===== src/rtl/io_server_pkg.sv =====
// Shared widths and types for the instruction-IO server: RAM byte width,
// register-file address width, IO op codes and server FSM states.
package pkg_ram;
    localparam int RAM_BYTE_SIZE = 8;
endpackage

package pkg_reg;
    localparam int REG_ADDRW = 5;
endpackage

package pkg_io;
    localparam int TX_DEPTH_DEFAULT = 4;

    typedef enum logic [1:0] {
        IO_NOP      = 2'd0,
        IO_PUTC_IMM = 2'd1,
        IO_PUTC_REG = 2'd2,
        IO_GETC     = 2'd3
    } op_t;

    typedef enum logic [1:0] {
        IDLE    = 2'd0,
        READ    = 2'd1,
        PUSH    = 2'd2,
        WAIT_RX = 2'd3
    } io_state_t;
endpackage


===== src/rtl/if_instr_io.sv =====
// Decoder-to-IO-server instruction interface: op code plus immediate
// character and register index operands.
interface if_instr_io;
    import pkg_io::*;

    op_t                          op;
    logic [pkg_ram::RAM_BYTE_SIZE-1:0] char_imm;
    logic [pkg_reg::REG_ADDRW-1:0]     char_reg;

    modport server (input op, char_imm, char_reg);
    modport client (output op, char_imm, char_reg);
endinterface


===== src/rtl/io_server_tx_fifo.sv =====
// Synchronous TX character FIFO; head entry read straight from storage,
// no fall-through, push refused whenever full.
module io_tx_fifo #(
    parameter int DEPTH = 4,
    parameter int WIDTH = 8
) (
    input  logic             clk,
    input  logic             rst,
    input  logic             push,
    input  logic [WIDTH-1:0] push_data,
    output logic             full,
    input  logic             pop,
    output logic [WIDTH-1:0] pop_data,
    output logic             empty
);
    localparam int PTRW = $clog2(DEPTH);
    localparam int CNTW = PTRW + 1;
    localparam logic [PTRW-1:0] PTR_ONE  = PTRW'(1);
    localparam logic [CNTW-1:0] CNT_ONE  = CNTW'(1);
    localparam logic [CNTW-1:0] CNT_FULL = CNTW'(DEPTH);

    logic [WIDTH-1:0] mem [DEPTH];
    logic [PTRW-1:0]  wr_ptr;
    logic [PTRW-1:0]  rd_ptr;
    logic [CNTW-1:0]  count;
    logic             push_ok;
    logic             pop_ok;

    assign full     = (count == CNT_FULL);
    assign empty    = (count == '0);
    assign push_ok  = push && !full;
    assign pop_ok   = pop && !empty;
    assign pop_data = mem[rd_ptr];

    // NOTE: sequential state uses non-blocking assignments so every flop samples pre-edge values.
    always_ff @(posedge clk) begin
        if (rst) begin
            wr_ptr <= '0;
            rd_ptr <= '0;
            count  <= '0;
        end else begin
            if (push_ok) wr_ptr <= wr_ptr + PTR_ONE;
            if (pop_ok)  rd_ptr <= rd_ptr + PTR_ONE;
            case ({push_ok, pop_ok})
                2'b10:   count <= count + CNT_ONE;
                2'b01:   count <= count - CNT_ONE;
                default: count <= count;
            endcase
        end
    end

    // NOTE: storage has no reset; an entry is only observable after it has been written.
    always_ff @(posedge clk) begin
        if (push_ok) mem[wr_ptr] <= push_data;
    end
endmodule


===== src/rtl/io_server.sv =====
// Control-unit side of the instruction-IO interface: putc via a TX FIFO, and
// getc into the register file when IO_GETC_EN is defined.
module io_server
    import pkg_io::*;
#(
    parameter int TX_DEPTH = TX_DEPTH_DEFAULT,
    parameter int CHARW    = pkg_ram::RAM_BYTE_SIZE
) (
    input  logic                          clk,
    input  logic                          rst,
    if_instr_io.server                    instr,
    output logic                          busy,
    output logic [pkg_reg::REG_ADDRW-1:0] reg_raddr,
    input  logic [CHARW-1:0]              reg_rdata,
    output logic                          reg_we,
    output logic [pkg_reg::REG_ADDRW-1:0] reg_waddr,
    output logic [CHARW-1:0]              reg_wdata,
    output logic [CHARW-1:0]              tx_data,
    output logic                          tx_valid,
    input  logic                          tx_ready,
    input  logic [CHARW-1:0]              rx_data,
    input  logic                          rx_valid,
    output logic                          rx_ready
);
    io_state_t        state_q, state_d;
    op_t              op_eff;
    logic [CHARW-1:0] char_q, char_d;
    logic             done;
    logic             fifo_push;
    logic [CHARW-1:0] fifo_push_data;
    logic             fifo_full;
    logic             fifo_empty;

`ifdef IO_GETC_EN
    assign op_eff = instr.op;
`else
    logic unused_rx;
    assign unused_rx = ^{rx_data, rx_valid};
    assign op_eff    = (instr.op == IO_GETC) ? IO_NOP : instr.op;
`endif

    io_tx_fifo #(
        .DEPTH (TX_DEPTH),
        .WIDTH (CHARW)
    ) u_tx_fifo (
        .clk       (clk),
        .rst       (rst),
        .push      (fifo_push),
        .push_data (fifo_push_data),
        .full      (fifo_full),
        .pop       (tx_ready),
        .pop_data  (tx_data),
        .empty     (fifo_empty)
    );

    assign tx_valid = !fifo_empty;
    assign busy     = !rst && (op_eff != IO_NOP) && !done;

    always_ff @(posedge clk) begin
        if (rst) begin
            state_q <= IDLE;
            char_q  <= '0;
        end else begin
            state_q <= state_d;
            char_q  <= char_d;
        end
    end

    // NOTE: every output of this block is defaulted first so no path infers a latch.
    always_comb begin
        state_d        = state_q;
        char_d         = char_q;
        done           = 1'b0;
        fifo_push      = 1'b0;
        fifo_push_data = instr.char_imm;
        reg_raddr      = '0;
        reg_we         = 1'b0;
        reg_waddr      = '0;
        reg_wdata      = '0;
        rx_ready       = 1'b0;

        // Everything is suppressed during reset so no push or write escapes it.
        if (!rst) begin
            case (state_q)
                IDLE: begin
                    case (op_eff)
                        IO_PUTC_IMM: begin
                            if (!fifo_full) begin
                                fifo_push = 1'b1;
                                done      = 1'b1;
                            end
                        end
                        IO_PUTC_REG: begin
                            reg_raddr = instr.char_reg;
                            state_d   = READ;
                        end
`ifdef IO_GETC_EN
                        IO_GETC: state_d = WAIT_RX;
`endif
                        default: ;
                    endcase
                end
                READ: begin
                    char_d  = reg_rdata;
                    state_d = PUSH;
                end
                PUSH: begin
                    fifo_push_data = char_q;
                    if (!fifo_full) begin
                        fifo_push = 1'b1;
                        done      = 1'b1;
                        state_d   = IDLE;
                    end
                end
`ifdef IO_GETC_EN
                WAIT_RX: begin
                    rx_ready = 1'b1;
                    if (rx_valid) begin
                        reg_we    = 1'b1;
                        reg_waddr = instr.char_reg;
                        reg_wdata = rx_data;
                        done      = 1'b1;
                        state_d   = IDLE;
                    end
                end
`endif
                default: state_d = IDLE;
            endcase
        end
    end
endmodule


===== src/flat_wrapper.sv =====
// flat-port wrapper written by rule: the top's interface ports become plain ports
module io_server_flat import pkg_io::*;
#(
    parameter int TX_DEPTH = TX_DEPTH_DEFAULT,
    parameter int CHARW    = pkg_ram::RAM_BYTE_SIZE
)
  (clk, rst, busy, reg_raddr, reg_rdata, reg_we, reg_waddr, reg_wdata, tx_data, tx_valid, tx_ready, rx_data, rx_valid, rx_ready, instr_op, instr_char_imm, instr_char_reg);
  if_instr_io instr_i ();
  input  logic clk;
  input  logic rst;
  output logic busy;
  output logic [pkg_reg::REG_ADDRW-1:0] reg_raddr;
  input  logic [CHARW-1:0] reg_rdata;
  output logic reg_we;
  output logic [pkg_reg::REG_ADDRW-1:0] reg_waddr;
  output logic [CHARW-1:0] reg_wdata;
  output logic [CHARW-1:0] tx_data;
  output logic tx_valid;
  input  logic tx_ready;
  input  logic [CHARW-1:0] rx_data;
  input  logic rx_valid;
  output logic rx_ready;
  input wire logic [$bits(instr_i.op)-1:0] instr_op;
  input wire logic [$bits(instr_i.char_imm)-1:0] instr_char_imm;
  input wire logic [$bits(instr_i.char_reg)-1:0] instr_char_reg;
  assign instr_i.op = instr_op;
  assign instr_i.char_imm = instr_char_imm;
  assign instr_i.char_reg = instr_char_reg;
  io_server #(.TX_DEPTH(TX_DEPTH), .CHARW(CHARW)) u_core (.clk(clk), .rst(rst), .instr(instr_i), .busy(busy), .reg_raddr(reg_raddr), .reg_rdata(reg_rdata), .reg_we(reg_we), .reg_waddr(reg_waddr), .reg_wdata(reg_wdata), .tx_data(tx_data), .tx_valid(tx_valid), .tx_ready(tx_ready), .rx_data(rx_data), .rx_valid(rx_valid), .rx_ready(rx_ready));
endmodule

===== config.mk =====
export PLATFORM = sky130hd
export DESIGN_NAME = io_server_flat
export DESIGN_NICKNAME = d
export VERILOG_FILES = /design/src/rtl/io_server_pkg.sv /design/src/rtl/if_instr_io.sv /design/src/rtl/io_server_tx_fifo.sv /design/src/rtl/io_server.sv /design/src/flat_wrapper.sv
export SDC_FILE = /design/constraint.sdc
export NUM_CORES = 1
export LEC_CHECK = 0
export ABC_AREA = 1
export CORE_MARGIN = 2
export CORE_UTILIZATION = 43
export DETAILED_ROUTE_END_ITERATION = 12
export PLACE_DENSITY_LB_ADDON = 0.05
export SYNTH_ARGS = -nofsm -noshare
export SYNTH_HDL_FRONTEND = slang
export SYNTH_SLANG_ARGS = --single-unit

===== constraint.sdc =====
create_clock -name clk -period 1.9 [get_ports clk]
set_clock_uncertainty 0.05 [all_clocks]
set_input_delay 0.19 -clock clk [delete_from_list [all_inputs] [get_ports clk]]
set_output_delay 0.19 -clock clk [all_outputs]
set_load 0.05 [all_outputs]

==> results by group <==
Place
  • Detail Placement HPWL: approximately 3.3 mm
  • Routability cong.: 0.7796
  • Post-DP Area: between 2000 and 3000 um2
  • Buffers added on ports: 40
  • Pre-CTS WS: -355.4 ps

Drt
  • Number of optimization iterations in the first detailed-route pass: 4
  • Vias: roughly 1700
  • DRC: 0
  • DRT Wirelength: roughly 4.4 mm
  • Initial DRC count: 46
  • Via density: between 4 and 5
  • Post-DRT Antenna Nets: 0
  • DR WL/cell: roughly 12 um

Timing
  • Min cycle time layout: 1730 ps
  • Final period utilization: 91.04%
  • RSZ-0062 raised after global routing: no
  • Final Hold Slack: 415.0 ps
  • Final setup fails: 0
  • Fin. Hold Viols: 0
  • PnR worst setup slack: 170.2 ps
  • TNS Setup: 0 ps
  • Pins Over Slew Limit: 0
  • Max Fclk: roughly 580 MHz

Worst setup path
  • Worst Path Max Fanout: 9
  • Largest stage delay, worst path: roughly 400 ps
  • Critical R2R Capture: u_core.u_tx_fifo.count[2]
  • CP arrival: about 1500 ps
  • Critical-path cell list: inv_1, o21ai_0, o22ai_1, buf_12
  • CP bufs+invs: 2
  • Setup crit end: tx_data[3]
  • Worst R2R Path Depth: 12
  • CP Launch Type: flop
  • Reg2Reg Setup Slack: 180 ps
  • CP delay by family, top: buffers and inverters
  • WS Path Type: flop to output pin
  • Worst path depth: 4
  • FF-to-FF Start: u_core.u_tx_fifo.count[0]
  • CP max stage cell: dfxtp_1
  • CP endpoint kind: output pin
  • Req. time, crit path: about 1700 ps

Synth
  • Post-synth design cell area: about 2300 um2
  • Syn avg cell area: approximately 9.5 um2
  • Count leader, synth: nor2_1
  • XOR/XNOR Fraction of Synth Area: 0%
  • Synth warnings: 0
  • Async S/R FF share, synth: 0%
  • Synth Register Bits: 51
  • Number of synthesized flops with an enable pin: 32
  • Largest family of logic cells by synthesized area: simple AND/OR/NAND/NOR gates
  • Top FF cell, synth: edfxtp_1
  • Mux cell area share after synthesis: 0%
  • Top-area cell type share of the netlist area: between 40% and 50%
  • Area contributors post-synth: edfxtp_1, dfxtp_1, nor2_1, o21ai_0, buf_4
  • Distinct cell type count after synthesis: 22
  • Top post-synthesis cells by count: nor2_1, edfxtp_1, nand2_1
  • Mapped Cells: ~250
  • Adder-Cell Fraction of Synth Area: 4.606%
  • Seq/Total Area, Yosys: 57.42%
  • Cell taking the most area after synthesis: edfxtp_1
  • Post-Synth Simple-Gate Area: between 10% and 20%
  • Compound-Gate Fraction of Synth Area: between 8 and 9%

Finish
  • Ant diodes: 0
  • Final #Nets: about 350
  • Synthesis-to-finish area growth: 32.99%
  • Share of cells above drive strength 1: about a fifth
  • Number of fill cells: around 460
  • Cell area after layout: between 3000 and 4000 um2

Power and ir drop
  • Total power: 3.199 mW
  • PD cells: 1030 nW/um2
  • Maximum VDD drop: slightly below 0.6 mV
  • Leak pwr: between 1 and 1.5 nW

GRT
  • Total grt overflow: 0
  • Tot GR Track Use: between 15 and 20%
  • Initial antenna violation count: 0
  • First-pass GRT wire length: roughly 7.2 mm
  • Vias in the first global route: approximately 1600
  • Largest net degree at the start of global routing: 17

Min path
  • Hold Crit Class: primary input to flop

Floorplanning
  • Initial Util: between 40% and 50%
  • Boundary pin count: 65
  • Core Area: between 5000 and 6000 um2
  • Die W: between 70 and 80 um
  • Die Area: approximately 6000 um2
  • FP Rows: 26
  • Die height: approximately 78 um

Clock network
  • Hold Buf Count CTS: 0
  • Num CTS Buffers: 5
  • CTS tree: done
  • Root buf cell: clkbuf_8
  • Clock Latency Late Sink: 300 ps
  • CTS Sinks: 51
  • Setup bufs post-CTS: 0
  • Clock Path Buffers: 2
  • Clock slew at reported path FFs: 90 ps
  • H-tree depth: 2

Flow run
  • Max Cap Viol: 0

Outcome
  • Outcome: completed
-- per-stage QoR --
step,std cells,utilization (%)
global placement,368,57.76
detailed placement,368,57.76
finish,376,60.06
floorplan,260,-
global route,376,60.06
CTS,376,59.51
-- layer usage --
metal | global-route usage, % | share of wire [%]
met1 | 18.76 | 45
met2 | 26.12 | 48
met3 | 3.721 | 5.5
met4 | 4.821 | 1.3
met5 | 0 | 0
-- worst min path at each step --
| stage | start | endpoint | slack, ps | cells after the start |
|---|---|---|---|---|
| 4_1_cts | u_core.u_tx_fifo.count[0] | u_core.u_tx_fifo.count[0] | 400 | 1 |
| 3_5_place_dp | u_core.u_tx_fifo.count[0] | u_core.u_tx_fifo.count[0] | 390 | 1 |
| 2_1_floorplan | rst | u_core.state_q[1] | 260 | 1 |
| 6_report | instr_op[0] | u_core.state_q[0] | 410 | 5 |
| 3_3_place_gp | u_core.u_tx_fifo.count[0] | u_core.u_tx_fifo.count[0] | 380 | 1 |
| 5_1_grt | reg_rdata[5] | u_core.char_q[5] | 430 | 3 |
-- sequential cells by signal, indices dropped and copies added, names as in the netlist, named ones only --
| name | cells |
|---|---|
| u_core.state_q | 2 |
| u_core.u_tx_fifo.mem | 32 |
| u_core.u_tx_fifo.count | 3 |
| u_core.u_tx_fifo.wr_ptr | 2 |
| u_core.u_tx_fifo.rd_ptr | 2 |
| u_core.char_q | 8 |
-- layout by cell type, fill, tap and decap left out, drive strengths merged --
cell / count
nor2: 54
o21ai: 26
nand3b: 1
a21oi: 4
and2: 1
buf: 32
fa: 1
edfxtp: 32
o22ai: 9
clkinv: 1
dlymetal6s2s: 2
clkdlybuf4s50: 23
nand3: 13
dfxtp: 19
conb: 15
nand2: 31
inv: 28
ha: 7
clkbuf: 6
clkinvlp: 1
-- repair_timing --
action / 4_1_cts / 5_1_grt
pin swaps: 0 / 2
gates resized for setup: 2 / 12
cloned: 0 / 0
hold endpoints to repair: 0 / 0
endpoints found under the setup margin: 2 / 3
-- cells by family after synthesis --
| logic type | Yosys count |
|---|---|
| AO/OA/AOI/OAI | 39 |
| adder cells (fa/ha/maj) | 8 |
| buffers and inverters | 47 |
| flip-flops | 51 |
| other | 1 |
| AND/OR/NAND/NOR | 100 |
-- cell type report --
cell class / count / area (um2) / share of cell area (%)
inverter: 28 / 105.1 / 3.383
timing repair buffer: 57 / 658.1 / 21.18
clock buffer: 6 / 72.57 / 2.336
tap: 70 / 87.58 / 2.819
clock inverter: 2 / 12.51 / 0.4027
sequential: 51 / 1343 / 43.21
multi-input combinational: 162 / 828.3 / 26.66
-- tightest hold or removal path: stages --
cell and delay (ps):
dlymetal6s2s_1 110, inv_1 50, ha_1 200, nand3_2 130, inv_1 50
-- power breakdown --
| group | total [mW] | internal [mW] | leakage [nW] | switching, mW |
|---|---|---|---|---|
| combinational | 1.29 | 0.517 | 0.841 | 0.776 |
| sequential | 1.31 | 1.25 | 0.445 | 0.0552 |
| clock | 0.601 | 0.258 | 0.0412 | 0.343 |
Note: power is estimated with default switching activity, not from simulation.
==> RTL change, RTL diff (same flow settings) <==
Add a define of `IO_GETC_EN`.
--- a/src/rtl/io_server.sv
+++ b/src/rtl/io_server.sv
@@ -1,4 +1,6 @@
 // Control-unit side of the instruction-IO interface: putc via a TX FIFO, and
 // getc into the register file when IO_GETC_EN is defined.
+`define IO_GETC_EN
+
 module io_server
     import pkg_io::*;
Check against the original RTL: not equivalent (Yosys sat finds a counterexample within 4 cycles, from zero or initial values and one cycle with rst high).
==> RTL change against the unedited design <==
  * Count of clock-buffer cells in the layout is 1 lower
  * Critical endpoint is now reg_waddr[3]
  * Via count rose by 14%
  * Largest cell class unchanged
  * Wire length increased by 18%
  * Highest routed layer unchanged
  * Largest power group unchanged
  * Synthesized area fell by 0.75%
  * Synthesized cell count rose by 1.6%
  * Sequential cell count stayed put
  * Final cell count is 8.0% higher
  * Worst setup slack worse by 0.16 ns
  * Final area increased by 16%
  * Total power is 8.4% lower
==> RTL change: results (changes against the unedited design) <==
- Run status: complete, no violations
- Cell Area, Placed: 3378 µm² (+13%)
- CP max stage cell: dfxtp_2
- GRT met3 Usage: 7.209% (+3.5 points)
- Invs w/o clock: 43 (+54%)
- Synth Area in Adders: 3.562% (-1.0 points)
- Post-CTS Setup Inserts: 0 (unchanged)
- PortBufs: 64 (+60%)
- Worst Hold Class: register to register
- First-pass GRT wire length: 8.618 mm (+19%)
- Clk tree area frac: 2.431% (-0.31 points)
- Post-synth top cells: 40 x inv_1, 37 x nor2_1, 37 x o21ai_0
- FF+latch count: 51 (unchanged)
- Sequential element share of the synthesized area: 57.85% (+0.43 points)
- Number of fill cells: 420 (-8.1%)
- Dpl cells: 395 (+7.3%)
- Drt initial violations: 118 (+160%)
- Post-synth top area share: 41.45% (+0.31 points)
- Core Box Area: 5140 µm² (-0.63%)
- Fraction of layout instances using a drive strength above 1: 28.27% (+8.0 points)
- Largest cells by area after synthesis: edfxtp_1 41%, dfxtp_1 16%, o21ai_0 8.0%, inv_1 6.5%, nor2_1 6.0%
- Vias in the first global route: 1,844 (+18%)
- Nets: 376 (+8.0%)
- Antenna violations before repair: 0 (unchanged)
- Arrival @ worst endpoint: 1.65 ns (+0.16 ns)
- Logic power comb: 1.03 mW (-20%)
- Post-synthesis instance total: 250 (+1.6%)
- CP delay by family, top: simple AND/OR/NAND/NOR gates
- Leakage: 1.416 nW (+6.7%)
- Via density: 4.771 (+5.6%)
- Final HPWL DP: 3.887 mm (+17%)
- Crit-path max FO: 13 (+4)
- GPL Wtd Cong: 0.7942 (+1.9%)
- Via count: 1,937 (+14%)
- Met2 WL: 2.528 mm (+19%)
- Total power: 2.929 mW (-8.4%)
- Wl on met1: 2.198 mm (+10%)
- H-tree Lvls: 2 (unchanged)
- Synth cell types: 25 (+14%)
- Comb_multi_in: 149 (-8.0%)
- Dpl ws: -0.2036 ns (+0.1518 ns)
- Register area: 1346 µm² (+0.28%)
- Met3 wire len: 391 µm (+61%)
- Cell area after layout: 3602 µm² (+16%)
- Fraction of area in multi-input gates: 24.63% (-2.0 points)
- VDD IR max: 0.5290 mV (-9.8%)
- Xor/xnor cell area share of the yosys netlist: 0.3778% (+0.38 points)
- Compound-gate portion of the synthesized area: 14.41% (+5.6 points)
- M1 GR Usage: 21.62% (+2.9 points)
- NonClk Buf Share: 28.41% (+7.2 points)
- Count of plain and timing-repair buffers: 85 (+49%)
- Max stage delay on crit path: 0.37 ns (-0.03 ns)
- Met2 GRT Util: 30.09% (+4.0 points)
- Post-CTS sizing: 11 (+9)
- Clock buf count: 5 (-1)
- Mux share of post-synthesis cell area: 0% (unchanged)
- Clock power share: 20.8% (+2.0 points)
## RTL change: cell count changes after synthesis, moves of 2 or more
cell      change
nand2_1       -7
a21oi_1      +12
o21ai_0      +11
clkbuf_2      +2
buf_4        -15
inv_1        +16
nor2_2       +10
nor2_1       -15
nand2_2       -3
clkbuf_1      +2
ha_1          -2
nand3_1       -5
## RTL change: path summary, 6_finish.rpt
| check | start | endpoint | slack, ns | cells after the start |
|---|---|---|---|---|
| max | u_core.state_q[1] | reg_waddr[3] | 0.01 | 8 |
| max reg2reg | u_core.state_q[1] | u_core.u_tx_fifo.count[1] | 0.07 | 10 |
| min reg2reg | u_core.char_q[0] | u_core.char_q[0] | 0.40 | 2 |
| min | u_core.char_q[0] | u_core.char_q[0] | 0.40 | 2 |
## RTL change: kinds of logic (layout without fill, tap and decap cells)
logic type               after synthesis  in the layout
AND/OR/NAND/NOR                       78             78
adder cells (fa/ha/maj)                6              6
XOR/XNOR                               1              1
AO/OA/AOI/OAI                         64             64
flip-flops                            51             51
buffers and inverters                 50            136
